### src/rtl/cardinal_noc_pkg.sv
// Shared Cardinal NoC definitions: flit width, big-endian header bit positions,
// output-port direction indices and the one-hot request type.
package cardinal_noc_pkg;

    localparam int DATA_WIDTH = 64;

    // Header bit positions, index 0 is the MSB of a [0:DATA_WIDTH-1] flit
    localparam int VC      = 0;
    localparam int DX      = 1;
    localparam int DY      = 2;
    localparam int HOPX_LO = 8;
    localparam int HOPX_HI = 11;
    localparam int HOPY_LO = 12;
    localparam int HOPY_HI = 15;

    localparam int N  = 0;
    localparam int E  = 1;
    localparam int S  = 2;
    localparam int W  = 3;
    localparam int PE = 4;

    typedef logic [0:4] req_t;

endpackage

### src/rtl/cardinal_vc_input_buffer_if.sv
// Link/crossbar bundle of one router input port. `dout` carries the rewritten
// outgoing flit (the name `do` is a reserved word in SystemVerilog).
interface cardinal_vc_input_buffer_if
    import cardinal_noc_pkg::*;
#(
    parameter int PACKET_SIZE = DATA_WIDTH
);
    logic                   si;
    logic [0:PACKET_SIZE-1] di;
    logic                   ro;
    req_t                   req;
    logic                   gnt;
    logic [0:PACKET_SIZE-1] dout;

    modport master (output si, di, gnt, input ro, req, dout);
    modport slave  (input si, di, gnt, output ro, req, dout);
endinterface

### src/rtl/cardinal_route_compute.sv
// Combinational dimension-ordered (X then Y) route and header rewrite for one flit.
// Shared by the input buffers and the PE injection path.
module cardinal_route_compute
    import cardinal_noc_pkg::*;
#(
    parameter int PACKET_SIZE = DATA_WIDTH
) (
    input  logic                   valid,
    input  logic [0:PACKET_SIZE-1] flit,
    output req_t                   req,
    output logic [0:PACKET_SIZE-1] flit_out
);

    logic [3:0] hop_x;
    logic [3:0] hop_y;

    assign hop_x = flit[HOPX_LO:HOPX_HI];
    assign hop_y = flit[HOPY_LO:HOPY_HI];

    always_comb begin
        req      = '0;
        flit_out = '0;
        if (valid) begin
            flit_out     = flit;
            flit_out[VC] = ~flit[VC];
            // Only the hop field that selected the port is consumed, so PE never underflows
            if (hop_x != 4'd0) begin
                req[flit[DX] ? W : E]        = 1'b1;
                flit_out[HOPX_LO:HOPX_HI] = hop_x - 4'd1;
            end else if (hop_y != 4'd0) begin
                req[flit[DY] ? N : S]        = 1'b1;
                flit_out[HOPY_LO:HOPY_HI] = hop_y - 4'd1;
            end else begin
                req[PE] = 1'b1;
            end
        end
    end

endmodule

### src/rtl/cardinal_vc_input_buffer.sv
// Two-VC input buffer of a Cardinal router port: the link writes VC[polarity],
// the crossbar reads VC[~polarity]. CARDINAL_IBUF_STATS_EN adds a saturating
// accepted-flit counter.
module cardinal_vc_input_buffer
    import cardinal_noc_pkg::*;
#(
    parameter int PACKET_SIZE = DATA_WIDTH
) (
    input  logic                        clk,
    input  logic                        reset,
    input  logic                        polarity,
`ifdef CARDINAL_IBUF_STATS_EN
    output logic [15:0]                 flit_count,
`endif
    cardinal_vc_input_buffer_if.slave   link
);

    logic [1:0]                   full;
    logic [1:0][0:PACKET_SIZE-1]  data;
    logic                         rd_vc;
    logic                         wr_en;
    logic                         rd_en;

    assign rd_vc    = ~polarity;
    assign link.ro  = ~full[polarity];
    // si while not ready is dropped silently
    assign wr_en    = link.si && ~full[polarity];
    assign rd_en    = link.gnt && full[rd_vc];

    // Write and read always address different VCs, so both may fire together
    always_ff @(posedge clk) begin
        if (!reset) begin
            full <= '0;
            data <= '0;
        end else begin
            if (wr_en) begin
                data[polarity] <= link.di;
                full[polarity] <= 1'b1;
            end
            if (rd_en) begin
                full[rd_vc] <= 1'b0;
            end
        end
    end

    cardinal_route_compute #(
        .PACKET_SIZE (PACKET_SIZE)
    ) u_route (
        .valid    (full[rd_vc]),
        .flit     (data[rd_vc]),
        .req      (link.req),
        .flit_out (link.dout)
    );

`ifdef CARDINAL_IBUF_STATS_EN
    always_ff @(posedge clk) begin
        if (!reset) begin
            flit_count <= '0;
        end else if (wr_en && flit_count != 16'hFFFF) begin
            flit_count <= flit_count + 16'd1;
        end
    end
`endif

endmodule

### src/flat_wrapper.sv
// flat-port wrapper written by rule: the top's interface ports become plain ports
module cardinal_vc_input_buffer_flat import cardinal_noc_pkg::*;
#(
    parameter int PACKET_SIZE = DATA_WIDTH
)
  (clk, reset, polarity, link_si, link_di, link_gnt, link_ro, link_req, link_dout);
  cardinal_vc_input_buffer_if #(.PACKET_SIZE(PACKET_SIZE)) link_i ();
  input  logic clk;
  input  logic reset;
  input  logic polarity;
  input wire logic [$bits(link_i.si)-1:0] link_si;
  input wire logic [$bits(link_i.di)-1:0] link_di;
  input wire logic [$bits(link_i.gnt)-1:0] link_gnt;
  output wire logic [$bits(link_i.ro)-1:0] link_ro;
  output wire logic [$bits(link_i.req)-1:0] link_req;
  output wire logic [$bits(link_i.dout)-1:0] link_dout;
  assign link_i.si = link_si;
  assign link_i.di = link_di;
  assign link_i.gnt = link_gnt;
  assign link_ro = link_i.ro;
  assign link_req = link_i.req;
  assign link_dout = link_i.dout;
  cardinal_vc_input_buffer #(.PACKET_SIZE(PACKET_SIZE)) u_core (.clk(clk), .reset(reset), .polarity(polarity), .link(link_i));
endmodule
### config.mk
export PLATFORM = sky130hd
export DESIGN_NAME = cardinal_vc_input_buffer_flat
export DESIGN_NICKNAME = d
export VERILOG_FILES = /design/src/rtl/cardinal_noc_pkg.sv /design/src/rtl/cardinal_vc_input_buffer_if.sv /design/src/rtl/cardinal_route_compute.sv /design/src/rtl/cardinal_vc_input_buffer.sv /design/src/flat_wrapper.sv
export SDC_FILE = /design/constraint.sdc
export NUM_CORES = 1
export LEC_CHECK = 0
export ABC_AREA = 1
export CAP_MARGIN = 20
export CORE_ASPECT_RATIO = 1.75
export CORE_MARGIN = 8
export CORE_UTILIZATION = 35
export CTS_CLUSTER_DIAMETER = 150
export DETAILED_ROUTE_END_ITERATION = 12
export PLACE_DENSITY = 0.62
export REMOVE_ABC_BUFFERS = 1
export SYNTH_ARGS = -nofsm -noshare
export SYNTH_HDL_FRONTEND = slang
export SYNTH_HIERARCHICAL = 1
export SYNTH_SLANG_ARGS = --single-unit
### constraint.sdc
create_clock -name clk -period 5.55 [get_ports clk]
set_clock_uncertainty 0.05 [all_clocks]
set_input_delay 1.665 -clock clk [delete_from_list [all_inputs] [get_ports clk]]
set_output_delay 1.665 -clock clk [all_outputs]
set_load 0.02 [all_outputs]
# ---- After elaboration in Yosys (flattened, before gate mapping)
# Cells that the tools add are included.
dict set report op_classes {
  muxes 30
  n_lt_le_gt_ge 8
  bitwise_logic 8
  shifts 0
  n_addsub 2
  multipliers 0
  n_reduce_logical 8
  n_eq_ne 0
  div 0
}
# op n
set ops {}
lappend ops {{$mux W64} 4}
lappend ops {{$bwmux W128} 1}
lappend ops {{$demux W64 S1} 1}
lappend ops {{$ge A32 B4 Y1 const B} 2}
lappend ops {{$lt A32 B1 Y1 const B} 2}
lappend ops {{$not A2 Y32} 2}
lappend ops {{$mux W4} 4}
lappend ops {{$mux W2} 5}
lappend ops {{$mux W5} 2}
lappend ops {{$mux W1} 9}
lappend ops {{$reduce_bool A4 Y1} 2}
lappend ops {{$sub A4 B1 Y4 const B} 2}
lappend ops {{$demux W1 S3} 2}
lappend ops {{$logic_and A1 B1 Y1} 6}
lappend ops {{$lt A1 B2 Y1 const B} 2}
lappend ops {{$not A1 Y1} 3}
lappend ops {{$and A2 B2 Y2} 1}
lappend ops {{$demux W1 S1} 2}
lappend ops {{$ge A1 B1 Y1 const B} 2}
lappend ops {{$not A2 Y2} 1}
lappend ops {{$or A2 B2 Y2} 1}
dict set report word_totals {
  mem_bits_ro 0
  latchBits 0
  ramBits 0
  ff_bits 130
  out_inout_bits 70
  memories 0
  wordCells 59
}

# ---- Logic depth before layout (Yosys ltp)
# Gate-level depths: netlist (run 1).
dict set report depth {
  word_depth 12
  ltp_mapped 13
}

# ---- Modules after synthesis
# Netlist (run 1), hierarchy kept.
# mod instances area_each_um2 cells_each
set modules_own_cells {}
lappend modules_own_cells {cardinal_vc_input_buffer 1 6185.9 983}
lappend modules_own_cells {cardinal_route_compute 1 716.9 173}

# ---- Worst setup path after synthesis (run 1)
# No wires, ideal clock.
dict set report synth_timing {
  kind {input -> output}
  startpoint {in polarity}
  endpoint {out link_req[2]}
  setup_slack_ps 435
  arrival_ps 3400
  path_stages 10
  path_buffers 3
  path_cell_list {buf_4 -> buf_6 -> clkbuf_1 -> nand2_1 -> o21ai_0 -> inv_1 -> ha_1 -> nand3_1 -> nand2_2 -> nor3_1}
}
dict set report synth_via {
  elab_chain_len 11
  elab_cells_between_ends 23
}
# item line
set synth_rtl {}
lappend synth_rtl {{from (decl)} flat_wrapper.sv:10} ;# input logic polarity;
lappend synth_rtl {{$mux W64 (implied by the code) (2 in series)} cardinal_vc_input_buffer.sv:50} ;# .flit (data[rd_vc]),
lappend synth_rtl {{$mux W2} cardinal_route_compute.sv:31} ;# req[flit[DY] ? N : S] = 1'b1;
lappend synth_rtl {{$not A2 Y32} cardinal_route_compute.sv:31}
lappend synth_rtl {{$ge A32 B4 Y1 (implied by the code) or $lt A32 B1 Y1 (tied branches)} cardinal_route_compute.sv:31}
lappend synth_rtl {{$logic_and A1 B1 Y1 (implied by the code)} cardinal_route_compute.sv:31}
lappend synth_rtl {{$mux W1} cardinal_route_compute.sv:31}
lappend synth_rtl {{$demux W1 S3} cardinal_route_compute.sv:31}
lappend synth_rtl {{$mux W4} cardinal_route_compute.sv:30} ;# end else if (hop_y != 4'd0) begin
lappend synth_rtl {{$mux W5} cardinal_route_compute.sv:27} ;# if (hop_x != 4'd0) begin
lappend synth_rtl {{$mux W5 (*)} cardinal_route_compute.sv:23} ;# if (valid) begin
lappend synth_rtl {{to (decl)} flat_wrapper.sv:15} ;# output wire logic [$bits(link_i.req)-1:0] link_req;
# Mark *: on every way between the ends. The rest lies on a longest branch, timed or not. The select of a mux whose other input is x is not followed.

# ---- Worst setup path in the final report (run 1)
dict set report layout_timing {
  startpoint {in polarity}
  endpoint {out link_req[0]}
}
dict set report layout_via {
  elab_chain_len 11
  elab_cells_between_ends 23
}
# item line
set layout_rtl {}
lappend layout_rtl {{$mux W64 (implied by the code) (2 in series)} cardinal_vc_input_buffer.sv:50}
lappend layout_rtl {{$mux W2} cardinal_route_compute.sv:31}
lappend layout_rtl {{$not A2 Y32} cardinal_route_compute.sv:31}
lappend layout_rtl {{$ge A32 B4 Y1 (implied by the code) or $lt A32 B1 Y1 (tied branches)} cardinal_route_compute.sv:31}
lappend layout_rtl {{$logic_and A1 B1 Y1 (implied by the code)} cardinal_route_compute.sv:31}
lappend layout_rtl {{$mux W1} cardinal_route_compute.sv:31}
lappend layout_rtl {{$demux W1 S3} cardinal_route_compute.sv:31}
lappend layout_rtl {{$mux W1} cardinal_route_compute.sv:30}
lappend layout_rtl {{$mux W5} cardinal_route_compute.sv:27}
lappend layout_rtl {{$mux W5 (*)} cardinal_route_compute.sv:23}
# Marked as above.

==> impl_metrics.toml, run 1 <==
[outcome]
status = "finished, final reports clean"

[cts]
cts_tree = "yes"
clock_path_buffers = 2
cts.repair.resized = 1
clockRootBuffer = "clkbuf_16"
clkLatencyLatePin_ps = 400
htreeDepth = 4
clk_pin_slew_ps = 50
cts_sinks = 130
holdBufCountCts = 0
post_cts_buffers = 0
cts_inserted_buffers = 17

[synth]
synthCells = 1156
seq_area_frac_synth = 0.377
synth_area_leaders = "dfxtp_1 38%, nand2_1 18%, nor2_1 11%, inv_1 10%, nand3_1 5.2%"
yosys.area.top_type = "dfxtp_1"
yosysWarnings = 6
synth_edf_count = 0
yosysMostFrequentCell = "nand2_1"
synth_top_area_share = 0.377
ys_ff_latch = 130
ys_async_sr_fraction = 0
syn_area_mm2 = 0.00690
yosysUniqueCellTypes = 23
ys_top_cells_by_count = "324 x nand2_1, 208 x nor2_1, 193 x inv_1"
ys.flop_type = "dfxtp_1"
syn_area_per_cell_um2 = 5.97

[placement]
hpwl_um = 12600
gp_congestion = 0.752
dp_cells = 1479
io_buffers = 138
pre_cts_ws_ps = 2.74

[floorplanning]
fp.dieH_um = 202
fp.dieW_um = 122
coreArea_mm2 = 0.0196
rows = 68
initial_core_util = 0.353
boundaryPins = 139
die_area_mm2 = 0.0246

[routing]
wire_per_inst_um = 12.4
first_pass_iters = 4
vias = 6756
drt-total-wl_um = 18800
drtIter0Drc = 491
antenna_left = 0
via_per_inst = 4.47
drc = 0

[min_path]
min_path_type = "reg2reg"

[final_layout]
final_nets = 1324
area_growth_pct = 30.3
regArea_mm2 = 0.00260
n_fill_cell = 2113
multi_input_area_mm2 = 0.00317
fin_cells = 1511
drive_gt1_frac = 0.0498
num_antenna_cells = 0

[pwr]
vdd_ir_drop_max_mv = 0.163
p_leak_uw = 0.00462
power.density_mw_per_mm2 = 298

[worst_setup_path]
critPathRequiredTime_ps = 3840
crit_path_max_fanout = 25
worstSetupEndpointType = "output port"
cp_data_arrival_time_ps = 3670
worst_setup_path_start_kind = "primary input"
path_class = "in2out"

[sta]
setup_viol = 0
worst_slew_pin_slew_ps = 1010
fin_ws_ps = 164
drv_slew = 0
clock.fmax_mhz = 186
min_period_ps = 5390
relSlewSlack = 0.327
grt_setup_unrepaired = "no"
timing.final.crit_share = 0.970
final_hold_viol_count = 0

[flow_run]
cap_viol_max_count = 0

[grt]
antenna_found_initial = 0
grt_pass1_vias = 6327
grt_use_total = 0.154
grt_max_degree = 98
grt_pass1_wl_um = 30800
grt.overflow.total = 0
-- placed cells by master, fill, tap and decap left out, drive strengths merged, types with 20 or more instances in the layout --
cell           count
a21oi             68
nand3             73
nor2             210
buf               21
clkbuf            20
inv              198
nand2            327
clkdlybuf4s50    135
o21ai             68
dfxtp            130
-- where the power goes --
part	internal, µW	leakage, µW	switching, µW
Clock	779	0.000311	428
Combinational	178	0.00324	272
Sequential	1000	0.00107	25.1
-- per-stage QoR --
step	setup TNS [ps]	util	power [µW]	area (µm²)	hold slack, ps
2_1_floorplan	-95510	-	1290	6480	401
3_3_place_gp	-33.3	0.427	1490	8350	411
3_5_place_dp	0	0.427	1500	8350	418
4_1_cts	0	0.460	2720	8990	434
5_1_grt	0	0.460	2820	8990	448
6_report	0	0.460	2680	8990	428
-- state kept, by name, summed over array words and instances (netlist names) --
register,count
u_core/full,2
u_core/data,128
-- logic make-up (layout without fill, tap and decap cells) --
kind of cell / after synthesis / count (layout) / synth area share
buffers and inverters: 273 / 383 / 0.168
adder cells (fa/ha/maj): 2 / 2 / 0.00362
AO/OA/AOI/OAI: 137 / 137 / 0.0997
AND/OR/NAND/NOR: 613 / 613 / 0.351
XOR/XNOR: 1 / 1 / 0.00127
flip-flops: 130 / 130 / 0.377
-- critical path, cell delays in order --
cell and delay (ps):
buf_4 190, buf_4 200, o21ai_4 390, inv_1 210
nor3_2 340, clkdlybuf4s50_1 670
-- per-layer routing --
layer	share of wire	global-route usage
met1	0.42	0.170
met2	0.52	0.280
met3	0.036	0.0321
met4	0.018	0.0516
met5	0	0
-- layout make-up --
class,count,area share
Inverter,195,0.0814
Multi-Input combinational cell,753,0.353
Clock buffer,20,0.0508
Sequential cell,130,0.289
Timing Repair Buffer,156,0.172
Tap cell,245,0.0341
Clock inverter,12,0.0198
-- path summary, 6_finish.rpt --
kind | depth (start not counted) | slack, ps | from | endpoint
hold reg to reg | 2 | 430 | u_core/data[11] | u_core/data[11]
setup / recovery | 6 | 160 | polarity | link_req[0]
setup reg to reg | 6 | 3410 | u_core/full[0] | u_core/data[2]
hold / removal | 2 | 430 | u_core/data[11] | u_core/data[11]
(Power assumes the default switching activity.)
==> inputs of run 2 (changes only) <==
clock period = 6.8 ns   (was 5.55 ns; I/O delays follow)
==> impl_metrics.toml, run 2 (synthesis gave the netlist of run 1 again) <==
[min_path]
hold_depth = 2
min_path_type = "reg2reg"
hp-start = "u_core/data[31]"
min_to = "u_core/data[31]"

[final_layout]
regArea_mm2 = 0.00260
final_cell_mix = "324 x nand2_1, 208 x nor2_1, 193 x inv_1, 135 x clkdlybuf4s50_1, 130 x dfxtp_1"
utilization = 0.456
design_area_mm2 = 0.00893
largest_register_ffs = 128
top_register = "u_core/data"
n_fill_cell = 2168
final_common_cell = "nand2_1"
drive_gt1_frac = 0.0445
area_growth_pct = 29.3
final_nets = 1318
largest_registers = "u_core/data (128), u_core/full (2)"
multi_input_area_mm2 = 0.00317

[cts]
htreeDepth = 4
post_cts_buffers = 0
holdBufCountCts = 0
cts.repair.resized = 0
cts_sinks = 130
clkLatencyLatePin_ps = 400
clk_pin_slew_ps = 60
clockRootBuffer = "clkbuf_16"
clock_path_buffers = 2
cts_tree = "yes"
cts_inserted_buffers = 17

[grt]
gr-usage-met1 = 0.171
grt_max_degree = 95
use_met3 = 0.0335
grt_pass1_wl_um = 31000
grt_pass1_vias = 6486
grt-busiest-layer = "met2"
met2_usage = 0.275
antenna_found_initial = 3
grt_use_total = 0.154
grt.overflow.total = 0

[placement]
hpwl_um = 12000
io_buffers = 138
placed_area_mm2 = 0.00827
pre_cts_ws_ps = 475
gp_congestion = 0.775

[sta]
clock.fmax_mhz = 158
grt_setup_unrepaired = "no"
relSlewSlack = 0.367
worst_slew_pin_slew_ps = 950
timing.final.crit_share = 0.928
drv_slew = 0
setup_viol = 0
timing.hold.ws_ps = 430
final_hold_viol_count = 0
fin_ws_ps = 488
min_period_ps = 6310

[routing]
drtIter0Drc = 385
first_pass_iters = 7
drt-total-wl_um = 18300
via_per_inst = 4.45
antenna_left = 0
vias = 6700
drc = 0
wire_per_inst_um = 12.2

[outcome]
status = "finished, final reports clean"

[worst_setup_path]
reg2reg_from = "u_core/full[1]"
critPathRequiredTime_ps = 4710
path_class = "in2out"
slowest_stage = "clkdlybuf4s50_1"
crit_path_max_fanout = 36
max_stage_delay_ps = 610
crit_chain = "buf_4 -> buf_4 -> o21ai_0 -> inv_1 -> nand3_1 -> nand3_1 -> nand2_1 -> nor2_1 -> clkdlybuf4s50_1"
worstSetupEndpointType = "output port"
cp_data_arrival_time_ps = 4220
worst_setup_path_start_kind = "primary input"
reg2regPathDepth = 6
reg2reg_to = "u_core/data[70]"
regToRegSetupSlack_ps = 4670

[pwr]
vdd_ir_drop_max_mv = 0.150
p_leak_uw = 0.00459
total_power_uw = 2210
power.density_mw_per_mm2 = 248

[floorplanning]
fp.dieW_um = 122
die_area_mm2 = 0.0246
initial_core_util = 0.353
boundaryPins = 139
coreArea_mm2 = 0.0196
rows = 68
fp.dieH_um = 202

[flow_run]
cap_viol_max_count = 0
## run 2: metrics by stage
| stage | cells | TNS (ps) |
|---|---|---|
| global route | 1505 | 0 |
| CTS | 1504 | 0 |
| finish | 1505 | 0 |
| detailed placement | 1473 | 0 |
| floorplan | 1078 | -60510 |
| global placement | 1473 | 0 |
## run 2: per-layer routing
metal | part of all wire | vias up
li1 | - | 3619
met1 | 0.43 | 2961
met2 | 0.51 | 93
met3 | 0.037 | 23
met4 | 0.020 | 4
met5 | 0.0017 | -
## run 2: area by class of cell
class	count	share of cell area
Antenna cell	1	0.000280
Clock buffer	19	0.0507
Clock inverter	12	0.0227
Inverter	195	0.0820
Multi-Input combinational cell	753	0.355
Sequential cell	130	0.291
Tap cell	245	0.0343
Timing Repair Buffer	150	0.164
## run 2: worst max-delay path by stage
stage                   from            end  slack (ps)  depth (start not counted)
floorplan           polarity    link_req[0]       -1380                          3
global placement    polarity  link_dout[48]         490                          9
detailed placement  polarity  link_dout[48]         470                          9
CTS                 polarity  link_dout[48]         470                          9
global route        polarity  link_dout[51]         290                         11
finish              polarity  link_dout[48]         490                          9
## run 2: worst max-delay path, delay by kind of cell
| kind | cells | cell delay (ps) |
|---|---|---|
| AO/OA/AOI/OAI | 1 | 180 |
| buffers and inverters | 4 | 1430 |
| AND/OR/NAND/NOR | 4 | 520 |
## run 2: power by group
group	internal, µW	total [µW]	switching, µW
clock network	671	1020	349
logic	140	356	216
registers	816	836	19.9
total	1630	2210	585
==> RTL edit: new RTL, flow settings as in run 2 <==
`S`: 2 -> 4.
--- a/src/rtl/cardinal_noc_pkg.sv
+++ b/src/rtl/cardinal_noc_pkg.sv
@@ -17,3 +17,3 @@
     localparam int E  = 1;
-    localparam int S  = 2;
+    localparam int S  = 4;
     localparam int W  = 3;
Formal check against the unedited RTL: not equivalent (a bounded check fails within 4 cycles, from zero or initial values and one cycle with reset low).
==> RTL edit against run 2 <==
  * Wire length is 1.9% higher
  * Via count rose by 0.76%
  * Power shrank 6.1%
  * Sequential cell count stayed put
  * Area after synthesis up 0.42%
  * Worst setup slack worse by 0.0018 ns
  * First-iteration DRC count up 10%
  * Final area decreased by 1.1%
==> RTL edit: results (changes against run 2) <==
| Metric | Value |
|---|---|
| Worst reg2reg startpoint | u_core/full[0] |
| Non-clock buffer count | 145 (-3.3%) |
| Ranking of synthesized cells by instance count | 324 x sky130_fd_sc_hd__nand2_1, 203 x sky130_fd_sc_hd__nor2_1, 192 x sky130_fd_sc_hd__inv_1 |
| Worst reg2reg endpoint | u_core/data[54] |
| Worst VDD drop | 0.135 mV (-10%) |
| Power spent charging and discharging nets | 0.582 mW (-0.65%) |
| Proportion of synthesized chip area in sequential cells | 0.375 (-0.00157) |
| Number of inverters outside the clock class in the layout | 194 (-0.51%) |
| Count of distinct cell types in the synthesized netlist | 24 (+4.3%) |
| Met1 usage | 0.164 (-0.00684) |
| Number of global-route vias before repair | 6473 (-0.20%) |
| CP max stage delay | 0.63 ns (+0.02 ns) |
| Non-clock buffer share of cell area | 0.164 (about the same) |
| Reg2reg setup slack | 4.65 ns (-0.02 ns) |
| Worst-path maximum fanout | 26 (-28%) |
| Worst setup slack before clock tree synthesis | 0.472 ns (-0.00321 ns) |
| Last weighted congestion value of the routability-driven placer | 0.758 (-2.2%) |
| Area taken by multi-input logic gates | 3170 sq um (+0.24%) |
| Met3 track demand over resource | 0.0268 (-0.00671) |
| Total number of nets in the final design | 1311 (-0.53%) |
| Min Hold Slack | 0.428 ns (-0.00191 ns) |
| Proportion of layout cells with a drive suffix above 1 | 0.0431 (-0.00138) |
| First-iteration detailed-routing DRC count | 424 (+10%) |
| Total global-route track usage | 0.153 (-0.00120) |
| Top cells by area, synth | sky130_fd_sc_hd__dfxtp_1 38%, sky130_fd_sc_hd__nand2_1 18%, sky130_fd_sc_hd__nor2_1 11%, sky130_fd_sc_hd__inv_1 10%, sky130_fd_sc_hd__nand3_1 5.2% |
| Status | completed |
| Wire length on met1 | 7660 microns (-2.2%) |
| Final routed wire length divided by cell count | 12.5 microns (+2.3%) |
| Post-place instance area | 8260 sq um (-0.14%) |
| Ratio of total power to cell area | 235 nW/um^2 (-5.1%) |
| Post-Place Cells | 1466 (-0.48%) |
| Combinational power | 0.360 mW (+1%) |
| Top sig layer | met4 |
| Final min period | 6.31 ns (+0.00178 ns) |
| Total via count in the routed design | 6751 (+0.76%) |
| Multi-In Gates | 752 (-0.13%) |
| Leakage power | 4.51 nW (-1.6%) |
| Clock-cell share | 0.0646 (-0.00883) |
| Routed wire length on met2 | 10100 microns (+6.7%) |
| Post-route cell area | 8830 sq um (-1.1%) |
| Routed Wire Length | 18700 microns (+1.9%) |
| Worst slew margin relative to its limit | 0.422 (+0.0554) |
| CP Capture Point | link_dout[53] |
| Largest net degree at the start of global routing | 84 (-12%) |
[RTL edit: cell count changes in the layout (fill, tap and decap cells not counted), sizes merged, moves of 2 or more]
cell,delta
nor2,-4
clkinv,+3
inv,-2
a21oi,+2
clkinvlp,+2
bufinv,-3
buf,-4
[RTL edit: how the worst min path moves through the flow]
stage                      endpoint  cells past startpoint       startpoint
CTS                 u_core/data[35]                      2  u_core/data[35]
global placement    u_core/data[34]                      2  u_core/data[34]
floorplan            u_core/data[0]                      2   u_core/data[0]
detailed placement  u_core/data[34]                      2  u_core/data[34]
global route        u_core/data[49]                      2  u_core/data[49]
finish              u_core/data[49]                      2  u_core/data[49]
[RTL edit: cells by family after synthesis]
| group | Yosys count | share of synthesized area |
|---|---|---|
| fa+ha+maj | 2 | 0.00361 |
| other cells | 1 | 0.000541 |
| xor+xnor | 1 | 0.00126 |
| flops | 130 | 0.375 |
| compound gates | 139 | 0.102 |
| simple gates | 609 | 0.347 |
| buf+inv | 274 | 0.170 |
